--- src/rtl/eth_mii_rx_pkg.sv ---
// Shared definitions for the MII receive path: FSM state encoding,
// preamble/SFD nibble values, CRC-32 constants, default frame length limits
// and a byte-wide reflected CRC-32 step function.
package eth_mii_rx_pkg;

  typedef enum logic [2:0] {
    S_WAIT_IDLE,
    S_IDLE,
    S_PRE,
    S_DATA,
    S_DROP
  } rx_state_t;

  localparam logic [3:0]  NIB_PRE     = 4'h5;
  localparam logic [3:0]  NIB_SFD     = 4'hD;

  localparam logic [31:0] CRC_POLY    = 32'hEDB88320;
  localparam logic [31:0] CRC_INIT    = 32'hFFFFFFFF;
  localparam logic [31:0] CRC_RESIDUE = 32'hDEBB20E3;

  localparam int DEF_MIN_LEN = 64;
  localparam int DEF_MAX_LEN = 1518;

  // One byte of reflected CRC-32, data consumed LSB first.
  function automatic logic [31:0] crc32_byte(input logic [31:0] c, input logic [7:0] d);
    logic [31:0] r;
    r = c ^ {24'd0, d};
    for (int i = 0; i < 8; i++) r = r[0] ? ((r >> 1) ^ CRC_POLY) : (r >> 1);
    return r;
  endfunction

endpackage

--- src/rtl/eth_crc32_d8.sv ---
// Byte-wide reflected CRC-32 register (poly EDB88320, init FFFFFFFF).
// Ports:
//   clk, reset_i : clock, async active-high reset (register -> init value)
//   init         : load init value (wins over en)
//   en           : fold d into the CRC
//   d            : data byte
//   crc          : current (non-inverted) CRC register
module eth_crc32_d8
  import eth_mii_rx_pkg::*;
(
  input  logic        clk,
  input  logic        reset_i,
  input  logic        init,
  input  logic        en,
  input  logic [7:0]  d,
  output logic [31:0] crc
);

  logic [31:0] crc_q, crc_d;

  always_comb begin
    crc_d = crc_q;
    if (init)    crc_d = CRC_INIT;
    else if (en) crc_d = crc32_byte(crc_q, d);
  end

  always_ff @(posedge clk or posedge reset_i)
    if (reset_i) crc_q <= CRC_INIT;
    else         crc_q <= crc_d;

  assign crc = crc_q;

endmodule

--- src/rtl/eth_mii_rx.sv ---
// MII receive path. Strips preamble/SFD, assembles nibbles into bytes,
// streams bytes (dest MAC .. FCS), and reports per-frame status at frame end.
// Ports:
//   eth_rx_clk, reset_i          : PHY rx clock, async active-high reset
//   eth_rx_data/dv/er            : MII receive nibble, data valid, error
//   rx_data/rx_valid/rx_sof      : byte stream, 1-cycle strobe, first-byte flag
//   rx_done                      : 1-cycle end-of-frame strobe
//   rx_good/rx_status/rx_len/
//   rx_addr_match                : frame status, held until the next rx_done
module eth_mii_rx
  import eth_mii_rx_pkg::*;
#(
  parameter logic [47:0] MAC_ADDR = 48'h000203040506,
  parameter bit          PROMISC  = 1'b0,
  parameter int          MIN_PRE  = 2,
  parameter int          MIN_LEN  = DEF_MIN_LEN,
  parameter int          MAX_LEN  = DEF_MAX_LEN
) (
  input  logic        eth_rx_clk,
  input  logic        reset_i,
  input  logic [3:0]  eth_rx_data,
  input  logic        eth_rx_dv,
  input  logic        eth_rx_er,
  output logic [7:0]  rx_data,
  output logic        rx_valid,
  output logic        rx_sof,
  output logic        rx_done,
  output logic        rx_good,
  output logic [4:0]  rx_status,
  output logic [15:0] rx_len,
  output logic        rx_addr_match
);

  localparam logic [3:0]  PRE_MIN = 4'(MIN_PRE);
  localparam logic [15:0] LEN_MIN = 16'(MIN_LEN);
  localparam logic [15:0] LEN_OVF = 16'(MAX_LEN + 1);

  rx_state_t   state_q, state_d;
  logic [3:0]  pre_cnt_q, pre_cnt_d;
  logic        phase_q, phase_d;
  logic [3:0]  lo_q, lo_d;
  logic [15:0] len_q, len_d;
  logic [47:0] dest_q, dest_d;
  logic        phy_err_q, phy_err_d;
  logic        owe_done_q, owe_done_d;   // DROP entered from DATA (oversize)
  logic [7:0]  data_q, data_d;
  logic        valid_q, valid_d, sof_q, sof_d, done_q, done_d, good_q, good_d;
  logic [4:0]  status_q, status_d;
  logic [15:0] olen_q, olen_d;
  logic        match_q, match_d;

  logic        crc_init, crc_en;
  logic [31:0] crc;
  logic [7:0]  byte_w;
  logic [15:0] len_inc;
  logic        match_w;

  assign byte_w  = {eth_rx_data, lo_q};
  assign len_inc = len_q + 16'd1;
  assign match_w = (len_q >= 16'd6) &&
                   (PROMISC || dest_q == MAC_ADDR || dest_q == 48'hFFFF_FFFF_FFFF);

  eth_crc32_d8 u_crc (
    .clk     (eth_rx_clk),
    .reset_i (reset_i),
    .init    (crc_init),
    .en      (crc_en),
    .d       (byte_w),
    .crc     (crc)
  );

  always_comb begin
    state_d    = state_q;
    pre_cnt_d  = pre_cnt_q;
    phase_d    = phase_q;
    lo_d       = lo_q;
    len_d      = len_q;
    dest_d     = dest_q;
    phy_err_d  = phy_err_q;
    owe_done_d = owe_done_q;
    data_d     = data_q;
    valid_d    = 1'b0;
    sof_d      = 1'b0;
    done_d     = 1'b0;
    good_d     = good_q;
    status_d   = status_q;
    olen_d     = olen_q;
    match_d    = match_q;
    crc_init   = 1'b0;
    crc_en     = 1'b0;

    unique case (state_q)
      // Hold off until the line is quiet so a reset released mid-frame
      // cannot lock onto the tail of that frame.
      S_WAIT_IDLE: if (!eth_rx_dv) state_d = S_IDLE;

      S_IDLE: if (eth_rx_dv) begin
        if (eth_rx_data == NIB_PRE && !eth_rx_er) begin
          state_d   = S_PRE;
          pre_cnt_d = 4'd1;
        end else begin
          state_d    = S_DROP;
          owe_done_d = 1'b0;
        end
      end

      S_PRE: begin
        if (!eth_rx_dv) state_d = S_IDLE;
        else if (eth_rx_er) begin
          state_d    = S_DROP;
          owe_done_d = 1'b0;
        end else if (eth_rx_data == NIB_PRE) begin
          if (pre_cnt_q != 4'hF) pre_cnt_d = pre_cnt_q + 4'd1;
        end else if (eth_rx_data == NIB_SFD && pre_cnt_q >= PRE_MIN) begin
          state_d   = S_DATA;
          phase_d   = 1'b0;
          len_d     = 16'd0;
          phy_err_d = 1'b0;
          crc_init  = 1'b1;
        end else begin
          state_d    = S_DROP;
          owe_done_d = 1'b0;
        end
      end

      S_DATA: begin
        if (!eth_rx_dv) begin
          // A dangling low nibble (phase_q==1) is simply never used.
          state_d  = S_IDLE;
          done_d   = 1'b1;
          status_d = {crc != CRC_RESIDUE, phase_q, phy_err_q, len_q < LEN_MIN, 1'b0};
          good_d   = (crc == CRC_RESIDUE) && !phase_q && !phy_err_q && !(len_q < LEN_MIN);
          olen_d   = len_q;
          match_d  = match_w;
        end else begin
          if (eth_rx_er) phy_err_d = 1'b1;
          if (!phase_q) begin
            lo_d    = eth_rx_data;
            phase_d = 1'b1;
          end else begin
            phase_d = 1'b0;
            len_d   = len_inc;
            crc_en  = 1'b1;
            if (len_q < 16'd6) dest_d = {dest_q[39:0], byte_w};
            if (len_inc == LEN_OVF) begin
              state_d    = S_DROP;
              owe_done_d = 1'b1;
            end else begin
              valid_d = 1'b1;
              sof_d   = (len_q == 16'd0);
              data_d  = byte_w;
            end
          end
        end
      end

      S_DROP: if (!eth_rx_dv) begin
        state_d    = S_IDLE;
        owe_done_d = 1'b0;
        if (owe_done_q) begin
          // Truncated frame: CRC and alignment are meaningless, report
          // oversize plus any PHY error seen while still in DATA.
          done_d   = 1'b1;
          status_d = {2'b00, phy_err_q, 2'b01};
          good_d   = 1'b0;
          olen_d   = len_q;
          match_d  = match_w;
        end
      end

      default: state_d = S_WAIT_IDLE;
    endcase
  end

  always_ff @(posedge eth_rx_clk or posedge reset_i) begin
    if (reset_i) begin
      state_q    <= S_WAIT_IDLE;
      pre_cnt_q  <= '0;
      phase_q    <= 1'b0;
      lo_q       <= '0;
      len_q      <= '0;
      dest_q     <= '0;
      phy_err_q  <= 1'b0;
      owe_done_q <= 1'b0;
      data_q     <= '0;
      valid_q    <= 1'b0;
      sof_q      <= 1'b0;
      done_q     <= 1'b0;
      good_q     <= 1'b0;
      status_q   <= '0;
      olen_q     <= '0;
      match_q    <= 1'b0;
    end else begin
      state_q    <= state_d;
      pre_cnt_q  <= pre_cnt_d;
      phase_q    <= phase_d;
      lo_q       <= lo_d;
      len_q      <= len_d;
      dest_q     <= dest_d;
      phy_err_q  <= phy_err_d;
      owe_done_q <= owe_done_d;
      data_q     <= data_d;
      valid_q    <= valid_d;
      sof_q      <= sof_d;
      done_q     <= done_d;
      good_q     <= good_d;
      status_q   <= status_d;
      olen_q     <= olen_d;
      match_q    <= match_d;
    end
  end

  assign rx_data       = data_q;
  assign rx_valid      = valid_q;
  assign rx_sof        = sof_q;
  assign rx_done       = done_q;
  assign rx_good       = good_q;
  assign rx_status     = status_q;
  assign rx_len        = olen_q;
  assign rx_addr_match = match_q;

endmodule

--- config.mk ---
export PLATFORM = sky130hd
export DESIGN_NAME = eth_mii_rx
export DESIGN_NICKNAME = d
export VERILOG_FILES = /design/src/rtl/eth_mii_rx_pkg.sv /design/src/rtl/eth_crc32_d8.sv /design/src/rtl/eth_mii_rx.sv
export SDC_FILE = /design/constraint.sdc
export NUM_CORES = 1
export LEC_CHECK = 0
export CAP_MARGIN = 0
export CORE_ASPECT_RATIO = 0.7
export CORE_MARGIN = 3
export CORE_UTILIZATION = 45
export DETAILED_ROUTE_END_ITERATION = 16
export HOLD_SLACK_MARGIN = 0.15
export PLACE_DENSITY = 0.67
export REMOVE_ABC_BUFFERS = 1
export SYNTH_ARGS = -nofsm -noshare
export SYNTH_HDL_FRONTEND = slang
export SYNTH_SLANG_ARGS = --single-unit
--- constraint.sdc ---
create_clock -name eth_rx_clk -period 13 [get_ports eth_rx_clk]
set_input_delay 3.25 -clock eth_rx_clk [delete_from_list [all_inputs] [get_ports eth_rx_clk]]
set_output_delay 3.25 -clock eth_rx_clk [all_outputs]
set_load 0.005 [all_outputs]
# Word level (Yosys, flattened, before mapping)
# Index checks and enable logic that the tools add are counted.
# word_totals
out_inout_bits,34
ff_bits,144
# op_classes
n_mux,92
n_eq_ne,34
n_addsub,2
n_bitwise,11
order_cmp,4
reduce_logical,29
# ops
cell,count
$mux W32,10
$mux W16,9
$not A13 Y14,8
$pmux W16 S2,2
$eq A48 B34 Y1 const B,1
$eq A48 B48 Y1 const B,1
$mux W1,43
$ne A2 B2 Y1 const B,17
$eq A32 B32 Y1 const B,1
$ne A32 B32 Y1 const B,1
$xor A32 B8 Y32,1
$mux W3,10
$mux W4,6
$reduce_and A7 Y1,3
$add A16 B1 Y16 const B,1
$eq A16 B11 Y1 const B,1
$ge A16 B3 Y1 const B,1
$logic_not A16 Y1,1
$lt A16 B3 Y1 const B,1
$lt A16 B7 Y1 const B,1
$mux W5,3
$ne A3 B3 Y1 const B,4
$pmux W3 S4,1
$reduce_and A4 Y1,3
24 further kinds,42

# Logic depth before layout (Yosys ltp)
# depth
depth_word,19
mapped_depth,10
ltp_nobuf,8

# Hierarchy
# From an unflattened synthesis, not the netlist that was laid out.
# hier_totals
cells_unflattened,740
area_unflattened_um2,7947.6
# modules_own_cells
mod,cells_per_inst,n_inst,area_each_um2
eth_mii_rx,567,1,5681.7
eth_crc32_d8,173,1,2265.9

# Least setup slack after synthesis
# OpenSTA, ideal clock, no wires.
# synth_timing
path_kind,input to register
start,input eth_rx_dv
end,register dest_q[4]
n_path_buf,3
cell_stages,9
setup_slack_ns,7.905
setup_ns,0.125
t_arrival_ns,4.970
cell_sequence,nor2b_1 and3_1 and2_1 clkbuf_1 nand2_1 a21oi_1 buf_2 buf_4 mux2_2
# synth_via
elab_chain_len,1
# synth_lines
item,line,rtl
from (decl),eth_mii_rx.sv:22,"input logic eth_rx_dv,"
$reduce_and A4 Y1 (no line),-,
to (signal assigned),eth_mii_rx.sv:199,dest_q <= dest_d;
to (decl),eth_mii_rx.sv:43,"logic [47:0] dest_q, dest_d;"
# No other way between the ends.
# A chain may end at the register's enable or synchronous reset.

# Worst setup path in the final report
# layout_timing
start,input eth_rx_dv
end,register dest_q[10]
# The elaborated chain is that of the path after synthesis.

==> reports/metrics.cfg <==
[finish]
final_core_util_pct = 53.5
fin_cells = 905
drive_above_1_share_pct = 21.0
syn_to_final_growth_pct = 15.6
nets = 705
antenna_cells = 0

[detailed_routing]
drt_iter0_markers = 540
ant_nets = 0
wl_per_cell_um = 18.3
drt-total-wl_um = 16600
num_vias = 5234
firstDrtPassIters = 5
drcViolationCount = 0
routed_via_density = 5.78

[floorplanning]
dieHeight_um = 112
design.core.area_um2 = 15600
ioPinCount = 42
dieArea_um2 = 17700
die_w_um = 158
num_rows = 38
start_util_pct = 46.3

[pwr]
vdd_drop_max_mv = 0.190
power-per-cell-area_nw_per_um2 = 263
p_leak_nw = 3.65
power.total_mw = 2.20

[min_path]
hold_end = rx_len[9]
hold-path-cell-count = 2
min_from = rx_len[9]
min_path_type = flop to flop

[worst_setup_path]
reg2regPathDepth = 7
required_ns = 13.30
r2r_slack_ns = 9.84
cp_slowest_stage_delay_ns = 0.91
path_cells = clkdlybuf4s50_1 -> nor2b_1 -> and3_1 -> and2_1 -> nand2_1 -> a21oi_4 -> buf_4 -> mux2_2
start_kind = input pin
path_max_fanout = 48
worstPathArrival_ns = 6.76
crit_slowest_cell = clkdlybuf4s50_1
end_kind = flop
reg2reg_from = state_q[2]
critPathKind = input pin to flop
worstReg2RegEnd = dest_q[10]

[logic_synthesis]
ys_seq_area_share_pct = 50.3
synth_area_um2 = 7240
postSynthAreaPerCell_um2 = 10.9
syn-instance-count = 664
ys.flop_type = dfrtp_1
netlist-cell-type-count = 64
yosysWarnings = 0
synthTopCellsByCount = 112 x dfrtp_1, 75 x nand2_1, 55 x mux2_2
async_flop_share_pct = 100
ys_top_cells_by_area = dfrtp_1 39%, dfstp_2 12%, mux2_2 8.6%
synth_seq_cells = 144
synth_top_area_share_pct = 38.7
synth_top_cell_by_area = dfrtp_1
synth_most_common_cell = dfrtp_1
synth_enable_flop_cells = 0

[global_route]
overflow = 0
grt_max_degree = 77
grt.total_usage_pct = 19.5
grt_pass1_wl_um = 27300
antenna_found_initial = 0
grt_pass1_vias = 5016

[sta]
report.final.slew_viol_count = 0
hold_viol = 0
setup_viol = 0
worst_pin_slew_ns = 1.04
period_minus_slack_ns = 6.46
timing.setup.tns_ns = 0
rsz0062_at_grt = false
max_slew_margin_pct = 30.7
min_period_over_period_pct = 49.7
fmaxAchievable_mhz = 155
fin_worst_skew_ns = 0.00974

[clocking]
cts-htree-levels = 4
cts.root.buffer_cell = clkbuf_16
cts_sinks = 144
cts_setup_buffers = 0
cts.reportedPaths.clkPinSlew_ns = 0.06
clk_latency_ns = 0.42
cts_tree = done
cts.path.max_buffers = 2
ctsResizeCount = 0
hold_buffers = 0
numCtsBuffers = 17

[outcome]
run_status = complete, no violations

[job]
maxCapViolCount = 0

[place]
port_buffers = 41
post-dp-hpwl_um = 11000
place_inst = 873
gp_congestion = 0.881

==> cell families (layout without fill, tap and decap cells) <==
family / count (synthesis) / after routing / synth area share, %
and+or+nand+nor: 222 / 222 / 15.8
DFF: 144 / 144 / 50.3
AOI/OAI and AO/OA: 111 / 111 / 9.85
xor gates and xnor gates: 72 / 72 / 9.97
muxes: 64 / 64 / 10.4
buffers and inverters: 46 / 87 / 2.82
adders and majority gates: 5 / 5 / 0.864
==> cell type report <==
cell class	count	area (um2)
Clock buffer	18	439
Clock inverter	14	141
Fill cell	1365	7270
Inverter	9	38.8
Multi-Input combinational cell	474	3410
Sequential cell	144	3640
Tap cell	200	250
Timing Repair Buffer	46	448
==> cell usage in the layout (no fill, tap or decap), drive strengths merged, types with 3 or more instances in the layout <==
| cell | instances |
|---|---|
| nor4 | 18 |
| and2 | 3 |
| a32o | 3 |
| nor2b | 7 |
| nand2 | 75 |
| nor3 | 11 |
| dfrtp | 112 |
| clkdlybuf4s50 | 41 |
| nor2 | 42 |
| or3 | 3 |
| xnor2 | 44 |
| buf | 5 |
| ha | 5 |
| nand3 | 14 |
| mux2 | 63 |
| a21oi | 17 |
| a31oi | 21 |
| o21ai | 34 |
| o22a | 6 |
| clkinvlp | 7 |
| clkinv | 5 |
| nand3b | 3 |
| nand4 | 24 |
| inv | 9 |
| nor4b | 3 |
| xor2 | 26 |
| clkbuf | 18 |
| dfstp | 32 |
| o211ai | 4 |
| o31ai | 9 |
| and3 | 6 |
| a21o | 4 |
==> worst max-delay path, delay by kind of cell <==
family	cells	cell delay, ns
buf+inv	2	1.42
mux	1	0.41
compound gates	1	0.17
simple gates	4	1.48
==> per-layer routing <==
metal | vias to the layer above | track usage (%) | wire length (um)
met5 | - | 0 | 0
met1 | 2645 | 29.9 | 8350
met3 | 12 | 4.43 | 764
met2 | 141 | 28.1 | 7340
met4 | 0 | 5.09 | 142
li1 | 2436 | - | -
==> flip-flops by register name, summed over array words and instances (netlist names) <==
| register | cells |
|---|---|
| dest_q | 48 |
| len_q | 16 |
| lo_q | 4 |
| owe_done_q | 1 |
| phase_q | 1 |
| phy_err_q | 1 |
| pre_cnt_q | 4 |
| rx_addr_match | 1 |
| rx_data | 8 |
| rx_done | 1 |
| rx_good | 1 |
| rx_len | 16 |
| rx_sof | 1 |
| rx_status | 5 |
| rx_valid | 1 |
| state_q | 3 |
| u_crc.crc | 32 |
==> power by group <==
group | internal (mW) | switching (mW) | total [mW] | leakage [nW]
logic | 0.489 | 0.513 | 1.00 | 1.53
clock network | 0.286 | 0.191 | 0.477 | 0.266
registers | 0.594 | 0.128 | 0.722 | 1.85
==> through the flow <==
step | hold WS (ns) | instance area [um2] | worst slack [ns]
detailed placement | 0.462 | 7790 | 6.18
floorplan | 0.470 | 7070 | 5.92
finish | 0.471 | 8370 | 6.54
CTS | 0.478 | 8370 | 6.59
global route | 0.508 | 8370 | 6.39
global placement | 0.458 | 7790 | 6.32
==> how the worst max path moves through the flow <==
stage,start,endpoint,slack (ns),cells past startpoint
after global routing,eth_rx_dv,dest_q[10],6.39,8
after detailed placement,eth_rx_dv,dest_q[26],6.18,8
after CTS,eth_rx_dv,dest_q[10],6.59,8
after global placement,eth_rx_dv,dest_q[8],6.32,8
after floorplan,eth_rx_dv,dest_q[0],5.92,6
final,eth_rx_dv,dest_q[10],6.54,8
(Power assumes the default switching activity.)
